===== src/rtl/mul_div_unit.sv =====
`default_nettype none
// ============================================================================
// Module      : mul_div_unit
// Description : Iterative RV32M multiply/divide unit. Produces the M-extension
//               result that the ALU selects as mul_din. Radix-2, one bit per
//               clock, followed by a single sign-correction cycle.
// Ports       : clk      - system clock, rising edge
//               rst      - asynchronous active-high reset
//               start    - operation request, sampled only when not busy
//               mode_sel - 8-bit operation code (0x20..0x27 valid)
//               num1     - multiplicand / dividend
//               num2     - multiplier / divisor
//               mul_dout - result, held until the next completion
//               busy     - high while computing (CALC and FIX)
//               done     - one-cycle completion pulse
//               error    - one-cycle pulse for an unsupported mode_sel
// Revision    : 1.0 - initial release
// ============================================================================
module mul_div_unit #(
    parameter int WIDTH = 32,
    parameter int ITER  = 32
) (
    input  logic             clk,
    input  logic             rst,
    input  logic             start,
    input  logic [7:0]       mode_sel,
    input  logic [WIDTH-1:0] num1,
    input  logic [WIDTH-1:0] num2,
    output logic [WIDTH-1:0] mul_dout,
    output logic             busy,
    output logic             done,
    output logic             error
);

    localparam int c_cnt_w = $clog2(ITER);
    localparam logic [c_cnt_w-1:0] c_cnt_last = c_cnt_w'(ITER - 1);

    localparam logic [1:0] c_st_idle = 2'd0;
    localparam logic [1:0] c_st_calc = 2'd1;
    localparam logic [1:0] c_st_fix  = 2'd2;
    localparam logic [1:0] c_st_done = 2'd3;

    // Low three bits of the operation code; the upper five must be 5'b00100.
    localparam logic [2:0] c_op_mul    = 3'd0;
    localparam logic [2:0] c_op_mulh   = 3'd1;
    localparam logic [2:0] c_op_mulhsu = 3'd2;
    localparam logic [2:0] c_op_mulhu  = 3'd3;
    localparam logic [2:0] c_op_div    = 3'd4;
    localparam logic [2:0] c_op_divu   = 3'd5;
    localparam logic [2:0] c_op_rem    = 3'd6;
    localparam logic [2:0] c_op_remu   = 3'd7;

    localparam logic [WIDTH-1:0] c_int_min = {1'b1, {(WIDTH-1){1'b0}}};

    logic [1:0]           r_state;
    logic [1:0]           w_state_nxt;
    logic                 w_accept;
    logic [c_cnt_w-1:0]   r_cnt;
    logic [2:0]           r_op;
    logic                 r_neg;       // negate product / quotient
    logic                 r_neg_rem;   // remainder follows dividend sign
    logic                 r_err;
    logic [WIDTH-1:0]     r_opd;       // multiplicand or divisor magnitude
    // Multiply: {partial product high, multiplier shifting out}.
    // Divide:   {partial remainder, dividend shifting out / quotient in}.
    logic [2*WIDTH-1:0]   r_acc;
    logic [WIDTH-1:0]     r_dout;

    // ------------------------------------------------------------------
    // Operation decode at issue
    // ------------------------------------------------------------------
    logic [2:0]       w_op;
    logic             w_valid;
    logic             w_is_div;
    logic             w_s1;
    logic             w_s2;
    logic [WIDTH-1:0] w_mag1;
    logic [WIDTH-1:0] w_mag2;
    logic             w_div0;
    logic             w_ovf;
    logic             w_special;
    logic [WIDTH-1:0] w_special_res;

    assign w_op     = mode_sel[2:0];
    assign w_valid  = (mode_sel[7:3] == 5'b00100);
    assign w_is_div = w_op[2];

    // MUL is treated as signed x signed; its low word is identical either way.
    assign w_s1 = num1[WIDTH-1] & ((w_op == c_op_mul) | (w_op == c_op_mulh) |
                                   (w_op == c_op_mulhsu) | (w_op == c_op_div) |
                                   (w_op == c_op_rem));
    assign w_s2 = num2[WIDTH-1] & ((w_op == c_op_mul) | (w_op == c_op_mulh) |
                                   (w_op == c_op_div) | (w_op == c_op_rem));

    assign w_mag1 = w_s1 ? -num1 : num1;
    assign w_mag2 = w_s2 ? -num2 : num2;

    assign w_div0    = w_is_div & (num2 == '0);
    assign w_ovf     = ((w_op == c_op_div) | (w_op == c_op_rem)) &
                       (num1 == c_int_min) & (num2 == '1);
    assign w_special = w_div0 | w_ovf;

    // op[1] distinguishes REM/REMU from DIV/DIVU.
    always_comb begin
        w_special_res = '0;
        if (w_div0) begin
            w_special_res = w_op[1] ? num1 : '1;
        end else begin
            w_special_res = w_op[1] ? '0 : c_int_min;
        end
    end

    // ------------------------------------------------------------------
    // Iteration datapath
    // ------------------------------------------------------------------
    logic [WIDTH:0]       w_mul_sum;
    logic [2*WIDTH-1:0]   w_mul_nxt;
    logic [WIDTH:0]       w_rem_sh;
    logic [WIDTH:0]       w_diff;
    logic                 w_ge;
    logic [2*WIDTH-1:0]   w_div_nxt;

    assign w_mul_sum = {1'b0, r_acc[2*WIDTH-1:WIDTH]} +
                       (r_acc[0] ? {1'b0, r_opd} : {(WIDTH+1){1'b0}});
    assign w_mul_nxt = {w_mul_sum, r_acc[WIDTH-1:1]};

    // Remainder shifted left with the next dividend bit; the borrow of the
    // trial subtraction tells whether the divisor fits.
    assign w_rem_sh  = r_acc[2*WIDTH-1:WIDTH-1];
    assign w_diff    = w_rem_sh - {1'b0, r_opd};
    assign w_ge      = ~w_diff[WIDTH];
    assign w_div_nxt = {(w_ge ? w_diff[WIDTH-1:0] : w_rem_sh[WIDTH-1:0]),
                        r_acc[WIDTH-2:0], w_ge};

    // ------------------------------------------------------------------
    // Sign correction and result select
    // ------------------------------------------------------------------
    logic [2*WIDTH-1:0] w_prod;
    logic [WIDTH-1:0]   w_quo;
    logic [WIDTH-1:0]   w_rem;
    logic [WIDTH-1:0]   w_result;

    assign w_prod = r_neg ? -r_acc : r_acc;
    assign w_quo  = r_neg ? -r_acc[WIDTH-1:0] : r_acc[WIDTH-1:0];
    assign w_rem  = r_neg_rem ? -r_acc[2*WIDTH-1:WIDTH] : r_acc[2*WIDTH-1:WIDTH];

    always_comb begin
        w_result = '0;
        case (r_op)
            c_op_mul:                           w_result = w_prod[WIDTH-1:0];
            c_op_mulh, c_op_mulhsu, c_op_mulhu: w_result = w_prod[2*WIDTH-1:WIDTH];
            c_op_div, c_op_divu:                w_result = w_quo;
            c_op_rem, c_op_remu:                w_result = w_rem;
            default:                            w_result = '0;
        endcase
    end

    // ------------------------------------------------------------------
    // Control FSM
    // ------------------------------------------------------------------
    always_ff @(posedge clk or posedge rst) begin
        if (rst) begin
            r_state <= c_st_idle;
        end else begin
            r_state <= w_state_nxt;
        end
    end

    always_comb begin
        w_state_nxt = r_state;
        w_accept    = 1'b0;
        busy        = 1'b0;
        done        = 1'b0;
        case (r_state)
            c_st_idle: begin
                if (start) begin
                    w_accept    = 1'b1;
                    w_state_nxt = (!w_valid || w_special) ? c_st_done : c_st_calc;
                end
            end
            c_st_calc: begin
                busy = 1'b1;
                if (r_cnt == c_cnt_last) begin
                    w_state_nxt = c_st_fix;
                end
            end
            c_st_fix: begin
                busy        = 1'b1;
                w_state_nxt = c_st_done;
            end
            c_st_done: begin
                done = 1'b1;
                if (start) begin
                    w_accept    = 1'b1;
                    w_state_nxt = (!w_valid || w_special) ? c_st_done : c_st_calc;
                end else begin
                    w_state_nxt = c_st_idle;
                end
            end
            default: w_state_nxt = c_st_idle;
        endcase
    end

    assign error    = done & r_err;
    assign mul_dout = r_dout;

    // ------------------------------------------------------------------
    // Datapath registers
    // ------------------------------------------------------------------
    always_ff @(posedge clk or posedge rst) begin
        if (rst) begin
            r_cnt     <= '0;
            r_op      <= '0;
            r_neg     <= 1'b0;
            r_neg_rem <= 1'b0;
            r_err     <= 1'b0;
            r_opd     <= '0;
            r_acc     <= '0;
            r_dout    <= '0;
        end else if (w_accept) begin
            r_cnt     <= '0;
            r_op      <= w_op;
            r_neg     <= w_s1 ^ w_s2;
            r_neg_rem <= w_s1;
            r_err     <= ~w_valid;
            r_opd     <= w_is_div ? w_mag2 : w_mag1;
            r_acc     <= {{WIDTH{1'b0}}, (w_is_div ? w_mag1 : w_mag2)};
            if (!w_valid) begin
                r_dout <= '0;
            end else if (w_special) begin
                r_dout <= w_special_res;
            end
        end else if (r_state == c_st_calc) begin
            r_acc <= r_op[2] ? w_div_nxt : w_mul_nxt;
            r_cnt <= r_cnt + c_cnt_w'(1);
        end else if (r_state == c_st_fix) begin
            r_dout <= w_result;
        end
    end

endmodule
`default_nettype wire


===== config.mk =====
export PLATFORM = sky130hd
export DESIGN_NAME = mul_div_unit
export DESIGN_NICKNAME = d
export VERILOG_FILES = /design/src/rtl/mul_div_unit.sv
export SDC_FILE = /design/constraint.sdc
export NUM_CORES = 1
export LEC_CHECK = 0
export BUFFER_PORTS_ARGS = -buffer_cell sky130_fd_sc_hd__clkbuf_2
export CORE_MARGIN = 3
export CORE_UTILIZATION = 54
export DETAILED_ROUTE_END_ITERATION = 12
export GPL_ROUTABILITY_DRIVEN = 0
export PLACE_DENSITY = 0.73
export SKIP_CTS_REPAIR_TIMING = 1
export SLEW_MARGIN = 20
export SYNTH_ARGS = -nofsm -noshare
export SYNTH_HDL_FRONTEND = slang
export SYNTH_SLANG_ARGS = --single-unit
export TNS_END_PERCENT = 20

===== constraint.sdc =====
create_clock -name clk -period 7.25 [get_ports clk]
set_clock_uncertainty 0.2 [all_clocks]
set_input_delay 1.0875 -clock clk [delete_from_list [all_inputs] [get_ports clk]]
set_output_delay 1.0875 -clock clk [all_outputs]
set_load 0.1 [all_outputs]

# == Word level (Yosys, flattened, before mapping) ==
# Cells that the tools add are included.
# word_totals
reg_bits,141
latch_bits,0
mem_bits_rw,0
mem_bits_ro,0
in_bits,75
output_inout_bits,35
mem_count,0
# classes
add_sub_neg,8
n_mul,0
div_mod_pow,0
order_cmp,0
eq_ne,22
shifts,0
muxes,32
n_bitwise,17
reduce_logical,15
# op_table
op,count
$mux W32,16
$mux W64,4
$neg A32 Y32,4
$pmux W32 S4,1
$eq A32 B32 Y1 const B,2
$neg A64 Y64,1
$add A32 B32 Y33,1
$sub A33 B32 Y33,1
$logic_not A32 Y1,1
$eq A3 B3 Y1 const B,6
$mux W5,2
$eq A3 B2 Y1 const B,3
$mux W2,4
$or A1 B1 Y1,8
$pmux W2 S4,1
$reduce_or A2 Y1,4
$and A1 B1 Y1,6
$eq A3 B1 Y1 const B,2
$logic_not A3 Y1,2
$ne A2 B2 Y1 const B,3
$add A5 B1 Y5 const B,1
$eq A5 B3 Y1 const B,1
$eq A5 B5 Y1 const B,1
$eq A2 B2 Y1 const B,2
other kinds (12),17

# == Logic depth before layout (Yosys ltp) ==
# Gate-level depths: netlist of the first run.
# depth
word_depth,9
depth_mapped,16
depth_no_buf,14

# == Least setup slack after synthesis of the first run ==
# No wires, ideal clock.
# synth_path
path_kind,register to register
from,reg r_acc[31]
to,reg r_acc[45]
t_arrival_ns,3.469
slack_ns,3.461
stages_incl_launch_ff,16
n_path_buf,2
cell_sequence,dfrtp_1 > clkbuf_1 > inv_1 > ha_1 > fa_1 > nand2b_1 > a21oi_1 > o22ai_1 > o21a_1 > or3_1 > and4_1 > nor3_4 > buf_2 > mux2_2 > a21oi_1 > nor2_1
# synth_via
elab_chain_cells,5
# synth_rtl
item,line_no,text
start: declaration,66,logic [2*WIDTH-1:0] r_acc;
start signal: assignment,227,"r_acc <= {{WIDTH{1'b0}}, (w_is_div ? w_mag1 : w_mag2)};"
start signal: assignment,234,r_acc <= r_op[2] ? w_div_nxt : w_mul_nxt;
$sub A33 B32 Y33,130,"assign w_diff = w_rem_sh - {1'b0, r_opd};"
$mux W32,132,"assign w_div_nxt = {(w_ge ? w_diff[WIDTH-1:0] : w_rem_sh[WIDTH-1:0]),"
$mux W64,234,
$mux W64,233,end else if (r_state == c_st_calc) begin
$mux W64,220,end else if (w_accept) begin
# Every way passes these cells. The select of a mux whose other input is x is not followed.
# A chain may end at the register's enable or synchronous reset.

# == Worst setup path after layout of the first run ==
# layout_path
from,reg r_acc[31]
to,reg r_acc[35]
# The elaborated chain is that of the path after synthesis.

==> flow_metrics.tcl, run 1 <==
set metrics [dict create \
    multi_input_area_mm2 0.0104 \
    max_stage_delay_ps 520 \
    slowest_stage "dfrtp_1" \
    r2r_end "r_acc[35]$_DFFE_PP0P_" \
    num_vias 15700 \
    cts_made_buffers 17 \
    port_buffers 109 \
    cp-end-kind "register" \
    syn-cell-area_mm2 0.0148 \
    initial_core_util 0.558 \
    num_antenna_cells 0 \
    fin_tns_setup_ps 0 \
    seq_area_frac_synth 0.239 \
    p_switching_w 0.00492 \
    p_leak_nw 6.74 \
    cts_sinks 141 \
    hold_path_end "r_opd[3]$_DFFE_PP0P_" \
    drt_iter0_markers 2194 \
    cts_max_path_buffers 2 \
    yosys_warnings 0 \
    critPathTopFamily "simple AND/OR/NAND/NOR gates" \
    period_share 0.648 \
    core_area_mm2 0.0264 \
    crit_chain "inv_1 > ha_1 > fa_1 > nand2b_1 > a21oi_1 > o22ai_1 > o21a_1 > or3_1 > and4_1 > nor3_4 > buf_4 > mux2_2 > a21oi_1 > o21ai_0" \
    irDropWorstVdd_mv 0.520 \
    die_w_um 171 \
    grtUsageTotal 0.353 \
    design_area_mm2 0.0159 \
    dp_hpwl_um 39900 \
    startpoint_type "register" \
    path_common_cell "a21oi_1" \
    ys_ff_latch 141 \
    maxSlewViolCount 0 \
    r2r_slack_ps 2550 \
    routed_wl_um 52900 \
    sw_frac_of_total 0.578 \
    period_needed_ps 4700 \
    status "finished clean" \
    cts_tree "built" \
    synthesis.nets 2144 \
    crit_required_ps 7360 \
    avgRoutedWirePerCell_um 22.6 \
    p_total_w 0.00852 \
    fp-row-count 59 \
    die-area_mm2 0.0293 \
    p_per_area_mw_per_mm2 536 \
    grt_pass1_wl_um 80600 \
    synth_edf_count 0 \
    pre_cts_ws_ps 2570 \
    holdPathStages 2 \
    reg2regPathDepth 14 \
    drc 0 \
    dpl_cell_area_mm2 0.0153 \
    setup_viol 0 \
    finalHoldViolCount 0 \
    netlist_instances 1991 \
    fin_ws_ps 2550 \
    drive_gt1_frac 0.101 \
    fmax_mhz 213 \
    fin_nets 2148 \
    r2r-start "r_acc[31]$_DFFE_PP0P_" \
    worst-path-buf-inv 2 \
    seqPwrFrac 0.203 \
    ant_nets 0 \
    clk_pin_slew_ps 70 \
    cp_data_arrival_time_ps 4800 \
    intPower_w 0.00360 \
    combPwrFrac 0.693 \
    synth_cell_type_count 79 \
    rsz0062_at_grt "no" \
    antenna_found_initial 0 \
    htreeDepth 4 \
    dr.pass1.iters 7 \
    cap_violations 0 \
    clockRootBuffer "clkbuf_16" \
    p_clk_frac 0.104 \
    worst_pin_slew_ps 1010 \
    hold_path_class "reg -> reg" \
    grt_overflow 0 \
    crit_type "reg -> reg" \
    die_y_um 171 \
    syn_to_final_growth_pct 7.67 \
    grt_max_degree 118 \
    synthFlopType "dfrtp_1" \
    regArea_mm2 0.00353 \
    synth-async-reset-ratio 1.00 \
    io_pins 110 \
    min-delay-start "r_opd[3]$_DFFE_PP0P_" \
    maxSlewHeadroom 0.323 \
    synth_area_per_cell_um2 7.41 \
    grt_pass1_vias 14000 \
    clk_latency_ps 450 \
    via_per_inst 6.72 \
    fillers 2424 \
    crit_fanout 41 \
]
[how the worst max path moves through the flow]
stage                                      from                        to  slack (ps)  cells past startpoint
final                     r_acc[31]$_DFFE_PP0P_     r_acc[35]$_DFFE_PP0P_        2550                     14
after global routing      r_acc[31]$_DFFE_PP0P_     r_acc[53]$_DFFE_PP0P_        2340                     14
after CTS                 r_acc[31]$_DFFE_PP0P_     r_acc[35]$_DFFE_PP0P_        2650                     14
after detailed placement            mode_sel[2]  mul_dout[22]$_DFFE_PP0P_        2570                     10
after global placement              mode_sel[2]  mul_dout[22]$_DFFE_PP0P_        2740                      9
after floorplan                             rst   mul_dout[0]$_DFFE_PP0P_        2180                      1
[cells in the mapped netlist (8+ instances only)]
master | n | area (um^2)
xor2_1 | 92 | 806
or2_2 | 12 | 75.1
o211ai_1 | 67 | 503
a31oi_1 | 29 | 181
dfrtp_1 | 141 | 3530
o41ai_1 | 15 | 131
nor3_1 | 37 | 185
nor4_1 | 15 | 93.8
and2_1 | 12 | 75.1
o21ai_1 | 8 | 40.0
and3_1 | 12 | 75.1
inv_1 | 63 | 236
xnor2_1 | 99 | 867
a21oi_1 | 138 | 691
o21ai_0 | 225 | 1130
o22ai_1 | 17 | 106
nand3b_1 | 8 | 60.1
nand2b_1 | 25 | 156
a22oi_1 | 12 | 90.1
nand3_1 | 29 | 145
a211oi_1 | 10 | 75.1
ha_1 | 76 | 951
o31ai_1 | 29 | 218
buf_2 | 11 | 55.1
mux2_2 | 10 | 113
or3_1 | 30 | 188
nand2_1 | 228 | 856
or4_1 | 15 | 113
a21o_1 | 23 | 173
clkbuf_1 | 121 | 454
a222oi_1 | 13 | 130
mux2i_1 | 42 | 420
o21a_1 | 13 | 97.6
nor2b_1 | 12 | 75.1
nor2_1 | 191 | 717
nand4_1 | 23 | 144
[registers in the layout, summed over array words and instances, names as in the netlist]
register,count
r_acc,64
mul_dout,32
r_opd,32
r_cnt,5
r_op,3
r_state,2
r_err,1
r_neg,1
r_neg_rem,1
[worst min-delay path: cells and delay by family (launching register included)]
family          cells  cell delay, ps
simple gates        1              50
flops               1             340
compound gates      1              60
[routing by layer]
layer | global-route usage | vias to the layer above | part of all wire
met5 | 0 | - | 0
met4 | 0.161 | 0 | 0.051
met3 | 0.0735 | 194 | 0.11
met2 | 0.514 | 1040 | 0.42
met1 | 0.503 | 7293 | 0.41
li1 | - | 7207 | -
[power groups by stage]
stage / Sequential, W / Clock (W) / Combinational (W)
floorplan: 0.00193 / 0 / 0.00408
global placement: 0.00169 / 0 / 0.00567
detailed placement: 0.00170 / 0 / 0.00576
CTS: 0.00169 / 0.000889 / 0.00579
global route: 0.00176 / 0.000923 / 0.00639
finish: 0.00173 / 0.000884 / 0.00591
[cells in the final DEF, fill, tap and decap left out, drive strengths merged, types with 13 or more instances in the layout]
cell type / count
a222oi: 13
o22ai: 17
and2: 14
clkbuf: 125
or3: 31
xnor2: 99
buf: 18
xor2: 92
nor2: 191
o41ai: 15
ha: 76
o21ai: 233
o211ai: 67
mux2i: 42
nand2: 229
or2: 14
nand3: 29
or4: 16
dfrtp: 141
nor3: 40
nand2b: 26
a21oi: 138
a31oi: 29
a21o: 23
nand4: 23
nor4: 16
o31ai: 31
o21a: 13
inv: 74
[cells by family (layout without fill, tap and decap cells)]
group,after synthesis,in the layout,share of synthesized area
buf+inv,204,221,0.0539
fa+ha+maj,78,78,0.0672
xor+xnor,191,191,0.113
flops,141,141,0.239
simple gates,674,674,0.217
mux,52,52,0.0361
compound gates,651,651,0.273
[per-stage QoR]
| stage | hold WS (ps) | std cells | util |
|---|---|---|---|
| 5_1_grt | 304 | 2343 | 0.601 |
| 4_1_cts | 287 | 2343 | 0.601 |
| 3_5_place_dp | 273 | 2311 | 0.580 |
| 6_report | 286 | 2343 | 0.601 |
| 2_1_floorplan | 250 | 1991 | - |
| 3_3_place_gp | 265 | 2311 | 0.580 |
[cell type report]
cell class | instances | area share
multi-input cells | 1646 | 0.658
flip-flops and latches | 141 | 0.222
well taps | 335 | 0.0264
clock inverters | 15 | 0.00906
clock buffers | 17 | 0.0268
repair buffers | 126 | 0.0425
inverters | 63 | 0.0152
(Power assumes the default switching activity.)
==> run 2, diff against run 1 <==
==> constraint.sdc (replaced) <==
create_clock -name clk -period 4.8 [get_ports clk]
set_clock_uncertainty 0.2 [all_clocks]
set_input_delay 0.72 -clock clk [delete_from_list [all_inputs] [get_ports clk]]
set_output_delay 0.72 -clock clk [all_outputs]
set_load 0.1 [all_outputs]
==> flow_metrics.tcl, run 2 (synthesis results as in run 1) <==
set metrics [dict create \
    drt_iter0_markers 2228 \
    multi_input_area_mm2 0.0104 \
    fillers 2459 \
    clk_pin_slew_ps 70 \
    crit_chain "inv_1 > ha_1 > fa_1 > nand2b_1 > a21oi_1 > o22ai_1 > o21a_1 > or3_1 > a21oi_1 > nor3_4 > buf_4 > a2111oi_0 > o21ai_0 > o211ai_1" \
    crit_type "reg -> reg" \
    grt_pass1_wl_um 81300 \
    cts_tree "built" \
    avgRoutedWirePerCell_um 22.4 \
    irDropWorstVdd_mv 0.500 \
    startpoint_type "register" \
    syn_to_final_growth_pct 8.14 \
    reg2regPathDepth 14 \
    worst-path-buf-inv 2 \
    cp-end-kind "register" \
    worst_pin_slew_ps 1040 \
    maxSlewViolCount 0 \
    core_area_mm2 0.0264 \
    r2r_end "r_acc[62]$_DFFE_PP0P_" \
    die_w_um 171 \
    fin_nets 2158 \
    routed_wl_um 52700 \
    clk_latency_ps 440 \
    ant_nets 0 \
    grt_pass1_vias 14100 \
    grt_max_degree 103 \
    fp-row-count 59 \
    htreeDepth 4 \
    dr.pass1.iters 9 \
    maxSlewHeadroom 0.309 \
    setup_viol 0 \
    grtUsageTotal 0.354 \
    hold_path_class "in -> async" \
    max_stage_delay_ps 560 \
    layout_common_cells "228 x nand2_1, 225 x o21ai_0, 190 x nor2_1, 139 x dfrtp_1, 138 x a21oi_1" \
    drive_gt1_frac 0.106 \
    r2r-start "r_acc[31]$_DFFE_PP0P_" \
    die-area_mm2 0.0293 \
    path_common_cell "a21oi_1" \
    period_share 0.882 \
    crit_required_ps 4940 \
    port_buffers 109 \
    holdWs_ps 287 \
    largest_register "r_acc" \
    io_pins 110 \
    drc 0 \
    critPathTopFamily "compound AO/OA/AOI/OAI gates" \
    p_per_area_mw_per_mm2 808 \
    r2r_slack_ps 560 \
    cp_data_arrival_time_ps 4380 \
    slowest_stage "dfrtp_1" \
    antenna_found_initial 2 \
    grt_overflow 0 \
    num_vias 15700 \
    fmax_mhz 236 \
    cts_max_path_buffers 2 \
    status "finished clean" \
    cap_violations 0 \
    period_needed_ps 4240 \
    rsz0062_at_grt "no" \
    finish.utilization 0.604 \
    p_leak_nw 6.78 \
    die_y_um 171 \
    regArea_mm2 0.00353 \
    initial_core_util 0.558 \
    dp_hpwl_um 40100 \
    final_common_cell "nand2_1" \
    clockRootBuffer "clkbuf_16" \
    fin_tns_setup_ps 0 \
    largest_register_ffs 64 \
    cts_made_buffers 17 \
    finalHoldViolCount 0 \
    num_antenna_cells 0 \
    crit_fanout 24 \
    cts_sinks 141 \
    via_per_inst 6.68 \
]
-- run 2: cell count changes in the layout (fill, tap and decap cells not counted), sizes merged --
cell      change
clkinvlp      +4
buf          +10
inv           -4
-- run 2: worst max path at each step --
| stage | from | end | slack [ps] | cells after the start |
|---|---|---|---|---|
| CTS | r_acc[31]$_DFFE_PP0P_ | r_acc[35]$_DFFE_PP0P_ | 690 | 14 |
| finish | r_acc[31]$_DFFE_PP0P_ | r_acc[62]$_DFFE_PP0P_ | 560 | 14 |
| global route | r_acc[0]$_DFFE_PP0P_ | r_acc[63]$_DFFE_PP0P_ | 260 | 14 |
| detailed placement | r_acc[31]$_DFFE_PP0P_ | r_acc[58]$_DFFE_PP0P_ | 710 | 13 |
| floorplan | rst | mul_dout[0]$_DFFE_PP0P_ | 100 | 1 |
| global placement | r_acc[31]$_DFFE_PP0P_ | r_acc[58]$_DFFE_PP0P_ | 750 | 13 |
-- run 2: metal layers --
layer / vias up / track usage / part of all wire
met5: - / 0 / 0.00025
met4: 2 / 0.167 / 0.054
met3: 178 / 0.0811 / 0.12
met2: 1000 / 0.506 / 0.42
met1: 7336 / 0.508 / 0.42
li1: 7209 / - / -
-- run 2: worst reg2reg max path, cell delays in order (launching register included) --
cell,delay [ps]
dfrtp_1,560
inv_1,120
ha_1,230
fa_1,410
nand2b_1,180
a21oi_1,170
o22ai_1,220
o21a_1,240
or3_1,380
a21oi_1,260
nor3_4,70
buf_4,220
a2111oi_0,520
o21ai_0,240
o211ai_1,120
-- run 2: final cells by class --
type                       instances  share of cell area
inverter                          63              0.0151
clock buffer                      17              0.0267
tap                              335              0.0263
timing repair buffer             136              0.0478
clock inverter                    15             0.00792
multi-input combinational       1646               0.655
sequential                       141               0.221
-- run 2: power by group --
part | switching, W | internal, W | total, W | leakage [nW]
clock | 0.000609 | 0.000676 | 0.00128 | 0.257
sequential | 0.000860 | 0.00173 | 0.00259 | 1.76
combinational | 0.00595 | 0.00307 | 0.00902 | 4.76
-- run 2: through the flow --
stage / cells / total power [W] / cell area, um^2 / worst slack [ps]
2_1_floorplan: 1991 / 0.00908 / 14800 / 98.8
3_3_place_gp: 2321 / 0.0111 / 15400 / 750
3_5_place_dp: 2321 / 0.0113 / 15400 / 708
4_1_cts: 2353 / 0.0126 / 16000 / 688
5_1_grt: 2353 / 0.0137 / 16000 / 257
6_report: 2353 / 0.0129 / 16000 / 565
